## config.mk

```make
export PLATFORM = sky130hd
export DESIGN_NAME = seq_detector
export DESIGN_NICKNAME = d
export VERILOG_FILES = /design/src/rtl/seq_det_pkg.sv /design/src/rtl/seq_sat_counter.sv /design/src/rtl/seq_detector.sv
export SDC_FILE = /design/constraint.sdc
export NUM_CORES = 1
export LEC_CHECK = 0
export CELL_PAD_IN_SITES_DETAIL_PLACEMENT = 2
export CELL_PAD_IN_SITES_GLOBAL_PLACEMENT = 2
export CORE_ASPECT_RATIO = 0.75
export CORE_MARGIN = 2
export CORE_UTILIZATION = 33
export CTS_BUF_LIST = sky130_fd_sc_hd__clkbuf_16
export DETAILED_ROUTE_END_ITERATION = 6
export PLACE_DENSITY = 0.77
export RECOVER_POWER = 25
export SLEW_MARGIN = 10
export SYNTH_ARGS = -nofsm -noshare
export SYNTH_HDL_FRONTEND = slang
export SYNTH_SLANG_ARGS = --single-unit
```

## constraint.sdc

```tcl
create_clock -name clk -period 3.56 [get_ports clk]
set_input_delay 0.356 -clock clk [delete_from_list [all_inputs] [get_ports clk]]
set_output_delay 0.356 -clock clk [all_outputs]
set_load 0.005 [all_outputs]
```

## src/rtl/seq_det_pkg.sv

```systemverilog
// Shared types and helpers for the programmable sequence detector.
package seq_det_pkg;

    typedef enum logic [1:0] {
        RULE_ADV  = 2'd0,
        RULE_REP  = 2'd1,
        RULE_RST  = 2'd2,
        RULE_NONE = 2'd3
    } rule_e;

    // Power-on pattern slot i holds (i+1) mod 2^sym_w.
    function automatic int default_sym(input int i, input int sym_w);
        if (sym_w >= 31) return i + 1;
        return (i + 1) & ((1 << sym_w) - 1);
    endfunction

endpackage

```

## src/rtl/seq_sat_counter.sv

```systemverilog
// Saturating up-counter with synchronous clear.
module seq_sat_counter #(
    parameter int CNT_W = 8
) (
    input  logic             clk,
    input  logic             rst_n,
    input  logic             clr,
    input  logic             inc,
    output logic [CNT_W-1:0] count
);

    logic [CNT_W-1:0] count_q;
    logic [CNT_W-1:0] count_d;

    always_comb begin
        count_d = count_q;
        if (clr) begin
            count_d = '0;
        end else if (inc && count_q != '1) begin
            count_d = count_q + CNT_W'(1);
        end
    end

    always_ff @(posedge clk or negedge rst_n) begin
        if (!rst_n) begin
            count_q <= '0;
        end else begin
            count_q <= count_d;
        end
    end

    assign count = count_q;

endmodule

```

## src/rtl/seq_detector.sv

```systemverilog
// Programmable LEN-symbol pattern detector where each pattern symbol
// may repeat before the next; level flag, hit pulse, saturating count.
module seq_detector
    import seq_det_pkg::*;
#(
    parameter int SYM_W = 2,
    parameter int LEN   = 3,
    parameter int CNT_W = 8
) (
    input  logic                    clk,
    input  logic                    rst_n,
    input  logic                    in_valid,
    input  logic [SYM_W-1:0]        num,
    input  logic                    cfg_we,
    input  logic [$clog2(LEN)-1:0]  cfg_idx,
    input  logic [SYM_W-1:0]        cfg_sym,
    input  logic                    clear,
    output logic                    ans,
    output logic                    hit,
    output logic [CNT_W-1:0]        match_cnt
);

    localparam int P_W = $clog2(LEN + 1);
    localparam logic [P_W-1:0] P_FULL = P_W'(LEN);

    logic [SYM_W-1:0] pat_q [LEN];
    logic [SYM_W-1:0] pat_d [LEN];
    logic [P_W-1:0]   p_q;
    logic [P_W-1:0]   p_d;
    logic [P_W-1:0]   p_sym;
    logic             ans_q;
    logic             ans_d;
    logic             hit_q;
    logic             hit_d;
    logic [SYM_W-1:0] cur_sym;
    logic [SYM_W-1:0] prev_sym;
    rule_e            rule;

    // Expected symbol at p and the one just matched at p-1.
    always_comb begin
        cur_sym  = '0;
        prev_sym = '0;
        for (int i = 0; i < LEN; i++) begin
            if (int'(p_q) == i)     cur_sym  = pat_q[i];
            if (int'(p_q) == i + 1) prev_sym = pat_q[i];
        end
    end

    always_comb begin
        rule = RULE_NONE;
        if (p_q != P_FULL && num == cur_sym) begin
            rule = RULE_ADV;
        end else if (p_q != '0 && num == prev_sym) begin
            rule = RULE_REP;
        end else if (num == pat_q[0]) begin
            rule = RULE_RST;
        end
        unique case (rule)
            RULE_ADV:  p_sym = p_q + P_W'(1);
            RULE_REP:  p_sym = p_q;
            RULE_RST:  p_sym = P_W'(1);
            RULE_NONE: p_sym = '0;
        endcase
    end

    always_comb begin
        pat_d = pat_q;
        p_d   = p_q;
        hit_d = 1'b0;
        if (clear) begin
            p_d = '0;
        end else if (cfg_we) begin
            for (int i = 0; i < LEN; i++) begin
                if (int'(cfg_idx) == i) pat_d[i] = cfg_sym;
            end
            p_d = '0;
        end else if (in_valid) begin
            p_d   = p_sym;
            hit_d = (p_q != P_FULL) && (p_sym == P_FULL);
        end
        ans_d = (p_d == P_FULL);
    end

    always_ff @(posedge clk or negedge rst_n) begin
        if (!rst_n) begin
            p_q   <= '0;
            ans_q <= 1'b0;
            hit_q <= 1'b0;
            for (int i = 0; i < LEN; i++) begin
                pat_q[i] <= SYM_W'(default_sym(i, SYM_W));
            end
        end else begin
            p_q   <= p_d;
            ans_q <= ans_d;
            hit_q <= hit_d;
            pat_q <= pat_d;
        end
    end

    seq_sat_counter #(
        .CNT_W (CNT_W)
    ) u_cnt (
        .clk   (clk),
        .rst_n (rst_n),
        .clr   (clear),
        .inc   (hit_d),
        .count (match_cnt)
    );

    assign ans = ans_q;
    assign hit = hit_q;

endmodule

```

Word level (Yosys, flattened, before mapping)
Cells that the tools add are included.

cells by class
  $add $sub $neg = 2
  equal/unequal tests = 15
  muxes and demuxes = 18
  bitwise gates (word level) = 1
  reductions and logical operators = 12

operators by type and width
  cell                 number
  $mux 2               11
  $eq 2x2->1 const B   8
  $mux 8               2
  $reduce_and 3->1     3
  $add 8x1->8 const B  1
  $ne 8x8->1 const B   1
  $pmux 2 s4           1
  $eq 2x2->1           3
  $logic_not 2->1      3
  $eq 2x1->1 const B   2
  $logic_and 1x1->1    4
  $mux 1               4
  $reduce_bool 2->1    2
  $add 2x1->2 const B  1
  $ne 2x2->1 const B   1
  $not 1->1            1

storage, ports and cells
  register bits after elaboration = 18
  bits of input ports = 11
  logic and storage cells = 55

Longest topological paths before layout
Gate-level depths: netlist of run 1.

  word-level depth = 18
  mapped depth = 12

By module
Synthesis of run 1 repeated with hierarchy kept, for this count alone.

unflattened totals
  cells, all modules = 129
  area total of the unflattened synthesis = 1,291.2 um^2

modules (own cells, without submodules)
  module           times used  cells an instance  area each (um^2)  sequential area each (um^2)
  seq_detector     1           80                 827.0             255.2
  seq_sat_counter  1           49                 464.2             200.2

Least setup slack after synthesis of run 1
OpenSTA, ideal clock, no wires.

  path kind = register to register
  from = register p_q[0]
  to = register u_cnt.count_q[1] (netlist: u_cnt.count[1])
  setup time = 134 ps
  data arrival time = 2,465 ps
  data required time = 3,426 ps
  slack = 961 ps
  cell stages (with the launch flop) = 13
  buffers on the path = 2
  clock period less this slack = 2,599 ps
  cells stage by stage = dfrtp_1 > inv_1 > ha_1 > buf_4 > a21oi_1 > a21oi_1 > xor2_1 > nor3_2 > mux2_2 > nor4b_4 > buf_6 > mux2i_1 > nor2_1

between the ends
  cells in the longest elaborated chain, start to end = 17
  elaborated cells on any way between the ends = 31

RTL lines
  element                                 line                                    text
  start: declaration                      seq_detector.sv:28                      logic [P_W-1:0] p_q;
  start signal: assignment                seq_detector.sv:93                      p_q <= p_d;
  $eq 2x2->1                              seq_detector.sv:44, seq_detector.sv:45
  $mux 2 (3 in series)                    seq_detector.sv:45                      if (int'(p_q) == i + 1) prev_sym = pat_q[i];
  $eq 2x2->1                              seq_detector.sv:53                      end else if (p_q != '0 && num == prev_sym) begin
  $logic_and 1x1->1                       seq_detector.sv:53
  $mux 2                                  seq_detector.sv:53
  $mux 2                                  seq_detector.sv:51                      if (p_q != P_FULL && num == cur_sym) begin
  $eq 2x2->1 (tied with other cells)      seq_detector.sv:58                      unique case (rule)
  $pmux 2 s4                              seq_detector.sv:58
  $eq 2x2->1                              seq_detector.sv:79                      hit_d = (p_q != P_FULL) && (p_sym == P_FULL);
  $logic_and 1x1->1 (*)                   seq_detector.sv:79
  $mux 1 (*)                              seq_detector.sv:77                      end else if (in_valid) begin
  $mux 1 (*)                              seq_detector.sv:72                      end else if (cfg_we) begin
  $mux 1 (*)                              seq_detector.sv:70                      if (clear) begin
  $logic_and 1x1->1 (*)                   seq_sat_counter.sv:19                   end else if (inc && count_q != '1) begin
  $reduce_bool 2->1 (no source line) (*)  n/a
  end signal: assignment                  seq_sat_counter.sv:28                   count_q <= count_d;
  end: declaration                        seq_sat_counter.sv:12                   logic [CNT_W-1:0] count_q;

Mark *: on every way between the ends. The rest lies on a longest branch, timed or not.
A chain may end at the register's enable or synchronous reset.

Worst setup path after layout of run 1
  from = register p_q[0]
  to = register u_cnt.count_q[2] (netlist: u_cnt.count[2])

Same word-level chain as after synthesis.

==> results of run 1 <==
[sequential cells by signal, indices dropped and copies added (netlist names)]
register	flops
p_q	2
hit	1
ans	1
pat_q	6
u_cnt.count	8
[per-layer routing]
metal,vias to the layer above,track usage,wire (um)
li1,486,-,-
met5,-,0,0
met4,0,0.0230,13
met3,2,0.0389,93
met2,11,0.310,1690
met1,512,0.262,1720
[Yosys cell counts, types with 3 or more instances]
library cell / n
dfstp_2: 4
xnor2_1: 3
a21oi_1: 6
inv_1: 8
mux2_2: 7
nor4bb_1: 3
nand3_1: 4
nand2_1: 7
mux2i_1: 3
and3_1: 4
ha_1: 5
nor3_1: 5
a21oi_2: 4
a21o_2: 4
nor2_1: 3
dfrtp_1: 14
[cell type report]
cell class / instances / area, um^2 / area share
Multi-Input combinational cell: 90 / 724 / 0.464
Sequential cell: 18 / 455 / 0.292
Timing Repair Buffer: 21 / 208 / 0.133
Clock buffer: 3 / 75.1 / 0.0481
Tap cell: 52 / 65.1 / 0.0417
Inverter: 8 / 30.0 / 0.0192
Clock inverter: 1 / 3.75 / 0.00240
[report_power, final]
group | total [mW] | internal, mW | switching, mW
logic | 0.126 | 0.0609 | 0.0652
registers | 0.252 | 0.229 | 0.0227
clock network | 0.222 | 0.149 | 0.0731
[final timing paths]
check,startpoint,slack (ns),endpoint
setup / recovery,p_q[0]$_DFF_PN0_,0.28,u_cnt.count[2]$_DFFE_PN0P_
hold reg to reg,u_cnt.count[4]$_DFFE_PN0P_,0.53,u_cnt.count[4]$_DFFE_PN0P_
hold / removal,u_cnt.count[4]$_DFFE_PN0P_,0.53,u_cnt.count[4]$_DFFE_PN0P_
max in group asynchronous,rst_n,2.34,u_cnt.count[2]$_DFFE_PN0P_
setup reg to reg,p_q[0]$_DFF_PN0_,0.28,u_cnt.count[2]$_DFFE_PN0P_
min in group asynchronous,rst_n,0.68,ans$_DFF_PN0_
[kinds of logic after synthesis]
logic type                 Yosys count  synth area share
AOI/OAI and AO/OA                   27             0.181
xor gates and xnor gates             5            0.0350
DFF                                 18             0.364
adders and majority gates            5            0.0500
muxes                               10            0.0870
buffers and inverters               13            0.0570
and+or+nand+nor                     43             0.226
[worst max-delay path, stage by stage, from the launching register on]
cell	delay, ns
dfrtp_1	0.43
inv_1	0.13
ha_1	0.39
nor2b_1	0.22
a21oi_1	0.08
xor2_1	0.16
nor3_2	0.36
mux2_2	0.43
nor4b_4	0.61
nand3_1	0.21
a21oi_2	0.19
[metrics by stage]
stage / area, um^2 / utilization
5_1_grt: 1560 / 0.429
3_3_place_gp: 1480 / 0.408
4_1_cts: 1560 / 0.429
6_report: 1560 / 0.429
2_1_floorplan: 1250 / -
3_5_place_dp: 1480 / 0.408
==> impl_metrics.json, run 1 <==
{
  "status": "finished, final reports clean",
  "whs_ns": 0.528,
  "row_count": 19,
  "grt_pass1_wl_um": 6080,
  "coreArea_um2": 3640,
  "fin_crit_sh": 0.921,
  "fin_crit_ns": 3.28,
  "setup_viol": 0,
  "post-cts-setup-buffer-count": 0,
  "synth_area_per_cell_um2": 10.3,
  "slew_violations": 0,
  "cts_buffers": 3,
  "start_util": 0.344,
  "holdPathStages": 1,
  "pre_cts_slack_ns": 0.311,
  "drtIter0Drc": 40,
  "fp.dieH_um": 57.3,
  "die_area_um2": 4310,
  "cts_sinks": 18,
  "max_slew.worst_pin.slew_ns": 0.881,
  "drive_above_1_share": 0.220,
  "routed_wl_um": 3510,
  "arrival_ns": 3.45,
  "clk_latency_ns": 0.25,
  "diodes": 0,
  "nNetsFinal": 158,
  "worst_ep_required_time_ns": 3.73,
  "cts_buffer_depth": 2,
  "synth_edf_count": 0,
  "post-synth-top-area-fraction": 0.280,
  "synth_largest_area_cell": "dfrtp_1",
  "power.leakage_nw": 0.618,
  "fin_total_pwr_mw": 0.600,
  "critPathKind": "reg -> reg",
  "dp_cells": 189,
  "fin_setup_tns_ns": 0,
  "dr_total_vias": 1011,
  "finalClockSkew_ns": 0.00280,
  "grt_overflow": 0,
  "ir_drop_v": 0.000202,
  "synth_cell_types": 46,
  "synth_ff_type": "dfrtp_1",
  "dpl.hpwl_um": 2660,
  "instances_no_fill": 193,
  "rsz0062_at_grt": "false",
  "first_pass_iters": 4,
  "drc": 0,
  "synth_nets": 137,
  "finalHoldViolCount": 0,
  "final_cell_mix": "clkdlybuf4s50_1 (19), dfrtp_1 (14), inv_1 (8)",
  "max_cap_violations": 0,
  "netlist_area_um2": 1250,
  "area.growth.synth_to_final_pct": 24.8,
  "ys_warn_count": 0,
  "ys_seq_area_frac": 0.364,
  "relSlewSlack": 0.411,
  "mostFrequentLayoutCell": "clkdlybuf4s50_1",
  "grt_pass1_vias": 1180,
  "grt_max_degree": 19,
  "cts_tree": "yes",
  "cts_resized": 0,
  "setup_slack_ns": 0.280,
  "place.port_buffers": 20,
  "async_flop_share": 1.00,
  "synth_area_leaders": "dfrtp_1 (28%), dfstp_2 (8.4%), mux2_2 (6.3%), ha_1 (5.0%), a21o_2 (2.8%)",
  "p_per_area_nw_per_um2": 384,
  "postCtsHoldBufs": 0,
  "max_freq_mhz": 305,
  "die_w_um": 75.1,
  "antenna_left": 0,
  "nFillCells": 383,
  "ctsHtreeMaxLevel": 1,
  "io_pins": 21,
  "start_kind": "register",
  "cp-end-kind": "register",
  "clockRootBuffer": "clkbuf_16",
  "syn_inst": 121,
  "ys_ff_latch": 18,
  "hp-class": "reg -> reg",
  "clkSlewWorstSetupHoldPaths_ns": 0.05,
  "drt-vias-per-instance": 5.24,
  "wl_per_cell_um": 18.2,
  "gp_congestion": 0.784,
  "grtUsageTotal": 0.188,
  "antenna_found_initial": 0,
  "reg2reg_depth": 10,
  "cp_max_fo": 11
}
(Power assumes the default switching activity.)
==> inputs of run 2 (changes only) <==
SLEW_MARGIN = 20   (was 10)
==> results of run 2 <==
Final layout, timing and power as in run 1 (identical DEF).
==> inputs of run 3 (changes only) <==
CORE_ASPECT_RATIO = 0.7   (was 0.75)
==> impl_metrics.json, run 3 (synthesis gave the netlist of run 1 again) <==
{
  "status": "finished, final reports clean",
  "grtUsageTotal": 0.174,
  "critPathKind": "reg -> reg",
  "power_frac_seq": 0.420,
  "drive_above_1_share": 0.225,
  "pre_cts_slack_ns": 0.534,
  "fin_crit_sh": 0.842,
  "grt_pass1_vias": 1090,
  "dr_total_vias": 1031,
  "fin_crit_ns": 3.00,
  "antenna_left": 0,
  "nNetsFinal": 159,
  "power.leakage_nw": 0.623,
  "cts_buffer_depth": 2,
  "grt_overflow": 0,
  "area.growth.synth_to_final_pct": 25.2,
  "first_pass_iters": 4,
  "clk_latency_ns": 0.25,
  "rrSetupSlack_ns": 0.56,
  "drt-vias-per-instance": 5.37,
  "wl_per_cell_um": 18.3,
  "crit_chain": "inv_1, ha_1, nor2b_1, a21oi_1, xor2_1, nor3_2, mux2_2, nor4b_4, buf_4, mux2i_1, nor2_1",
  "start_util": 0.349,
  "die_area_um2": 4310,
  "setup_viol": 0,
  "max_freq_mhz": 334,
  "io_pins": 21,
  "crit_buf_inv": 2,
  "relSlewSlack": 0.441,
  "row_count": 18,
  "crit_start": "p_q[0]$_DFF_PN0_",
  "dp_cells": 188,
  "ctsHtreeMaxLevel": 1,
  "final_core_util": 0.437,
  "cts_sinks": 18,
  "swShare": 0.271,
  "crit_cells": 11,
  "postCtsHoldBufs": 0,
  "cts_tree": "yes",
  "power.share.clock": 0.375,
  "cp-end-kind": "register",
  "grt_max_degree": 19,
  "reg2reg_depth": 11,
  "nFillCells": 395,
  "coreArea_um2": 3580,
  "rsz0062_at_grt": "false",
  "worstReg2RegStart": "p_q[0]$_DFF_PN0_",
  "ir_drop_v": 0.000206,
  "final_cell_mix": "clkdlybuf4s50_1 (19), dfrtp_1 (14), inv_1 (8)",
  "grt_pass1_wl_um": 5810,
  "power_switching_mw": 0.163,
  "arrival_ns": 3.13,
  "start_kind": "register",
  "slew_violations": 0,
  "slowest_stage": "dfrtp_1",
  "place.port_buffers": 20,
  "internal_power_mw": 0.439,
  "fin_setup_tns_ns": 0,
  "worst_ep_required_time_ns": 3.69,
  "cts_buffers": 3,
  "setup_slack_ns": 0.562,
  "p_per_area_nw_per_um2": 385,
  "cp_max_fo": 11,
  "crit_end": "u_cnt.count[1]$_DFFE_PN0P_",
  "post-cts-setup-buffer-count": 0,
  "antenna_found_initial": 0,
  "clkSlewWorstSetupHoldPaths_ns": 0.05,
  "routed_wl_um": 3510,
  "r2r-end": "u_cnt.count[1]$_DFFE_PN0P_",
  "drc": 0,
  "max_cap_violations": 0,
  "fp.dieH_um": 55.5,
  "hp-class": "reg -> reg",
  "dpl.hpwl_um": 2740,
  "max_slew.worst_pin.slew_ns": 0.836,
  "critical-path-top-delay-family": "simple AND/OR/NAND/NOR gates",
  "cts_resized": 0,
  "finalHoldViolCount": 0,
  "instances_no_fill": 192,
  "critPathMaxStageDelay_ns": 0.45,
  "diodes": 0,
  "clockRootBuffer": "clkbuf_16",
  "gp_congestion": 0.800,
  "fin_total_pwr_mw": 0.602,
  "drtIter0Drc": 34,
  "finalClockSkew_ns": 0.00176,
  "mostFrequentLayoutCell": "clkdlybuf4s50_1",
  "comb_power_share": 0.205,
  "largest_reg_flops": 8,
  "die_w_um": 77.6
}
[run 3: changes by cell type in the layout (fill, tap and decap cells not counted), sizes merged]
| cell | previous run | this run |
|---|---|---|
| buf | 1 | 2 |
[run 3: worst reg2reg max path: cells and delay by family, from the launching register on]
family	cells	cell delay, ns
and+or+nand+nor	4	0.81
muxes	2	0.64
DFF	1	0.45
buffers and inverters	2	0.38
adders and majority gates	1	0.38
xor gates and xnor gates	1	0.16
AOI/OAI and AO/OA	1	0.07
[run 3: final cells by class]
cell class              instances  area (um^2)  area share
inverters                       8         30.0      0.0192
repair buffers                 22          215       0.137
flip-flops and latches         18          455       0.291
clock inverters                 1         3.75     0.00240
well taps                      50         62.6      0.0399
clock buffers                   3         75.1      0.0479
multi-input cells              90          724       0.462
[run 3: power by group through the flow]
| stage | sequential (mW) | combinational [mW] | clock, mW |
|---|---|---|---|
| 4_1_cts | 0.252 | 0.125 | 0.236 |
| 6_report | 0.253 | 0.123 | 0.226 |
| 2_1_floorplan | 0.245 | 0.0889 | 0 |
| 3_3_place_gp | 0.254 | 0.119 | 0 |
| 3_5_place_dp | 0.256 | 0.124 | 0 |
| 5_1_grt | 0.255 | 0.135 | 0.243 |
[run 3: worst min-delay path by stage]
| stage | startpoint | endpoint | slack [ns] | depth (start not counted) |
|---|---|---|---|---|
| 5_1_grt | u_cnt.count[0]$_DFFE_PN0P_ | u_cnt.count[0]$_DFFE_PN0P_ | 0.57 | 1 |
| 3_3_place_gp | u_cnt.count[4]$_DFFE_PN0P_ | u_cnt.count[4]$_DFFE_PN0P_ | 0.50 | 1 |
| 3_5_place_dp | u_cnt.count[0]$_DFFE_PN0P_ | u_cnt.count[0]$_DFFE_PN0P_ | 0.55 | 1 |
| 2_1_floorplan | rst_n | ans$_DFF_PN0_ | 0.06 | 0 |
| 4_1_cts | u_cnt.count[0]$_DFFE_PN0P_ | u_cnt.count[0]$_DFFE_PN0P_ | 0.56 | 1 |
| 6_report | u_cnt.count[0]$_DFFE_PN0P_ | u_cnt.count[0]$_DFFE_PN0P_ | 0.55 | 1 |
[run 3: routing by layer]
layer,global-route usage,vias up,share of wire
li1,-,485,-
met1,0.251,530,0.52
met2,0.273,14,0.46
met3,0.0359,2,0.021
met4,0.0230,0,0.0028
met5,0,-,0
[run 3: metrics by stage]
step | hold WS (ns) | area [um^2]
after floorplan | 0.0604 | 1250
after global placement | 0.498 | 1490
after detailed placement | 0.546 | 1490
after CTS | 0.558 | 1570
after global routing | 0.573 | 1570
final | 0.547 | 1570
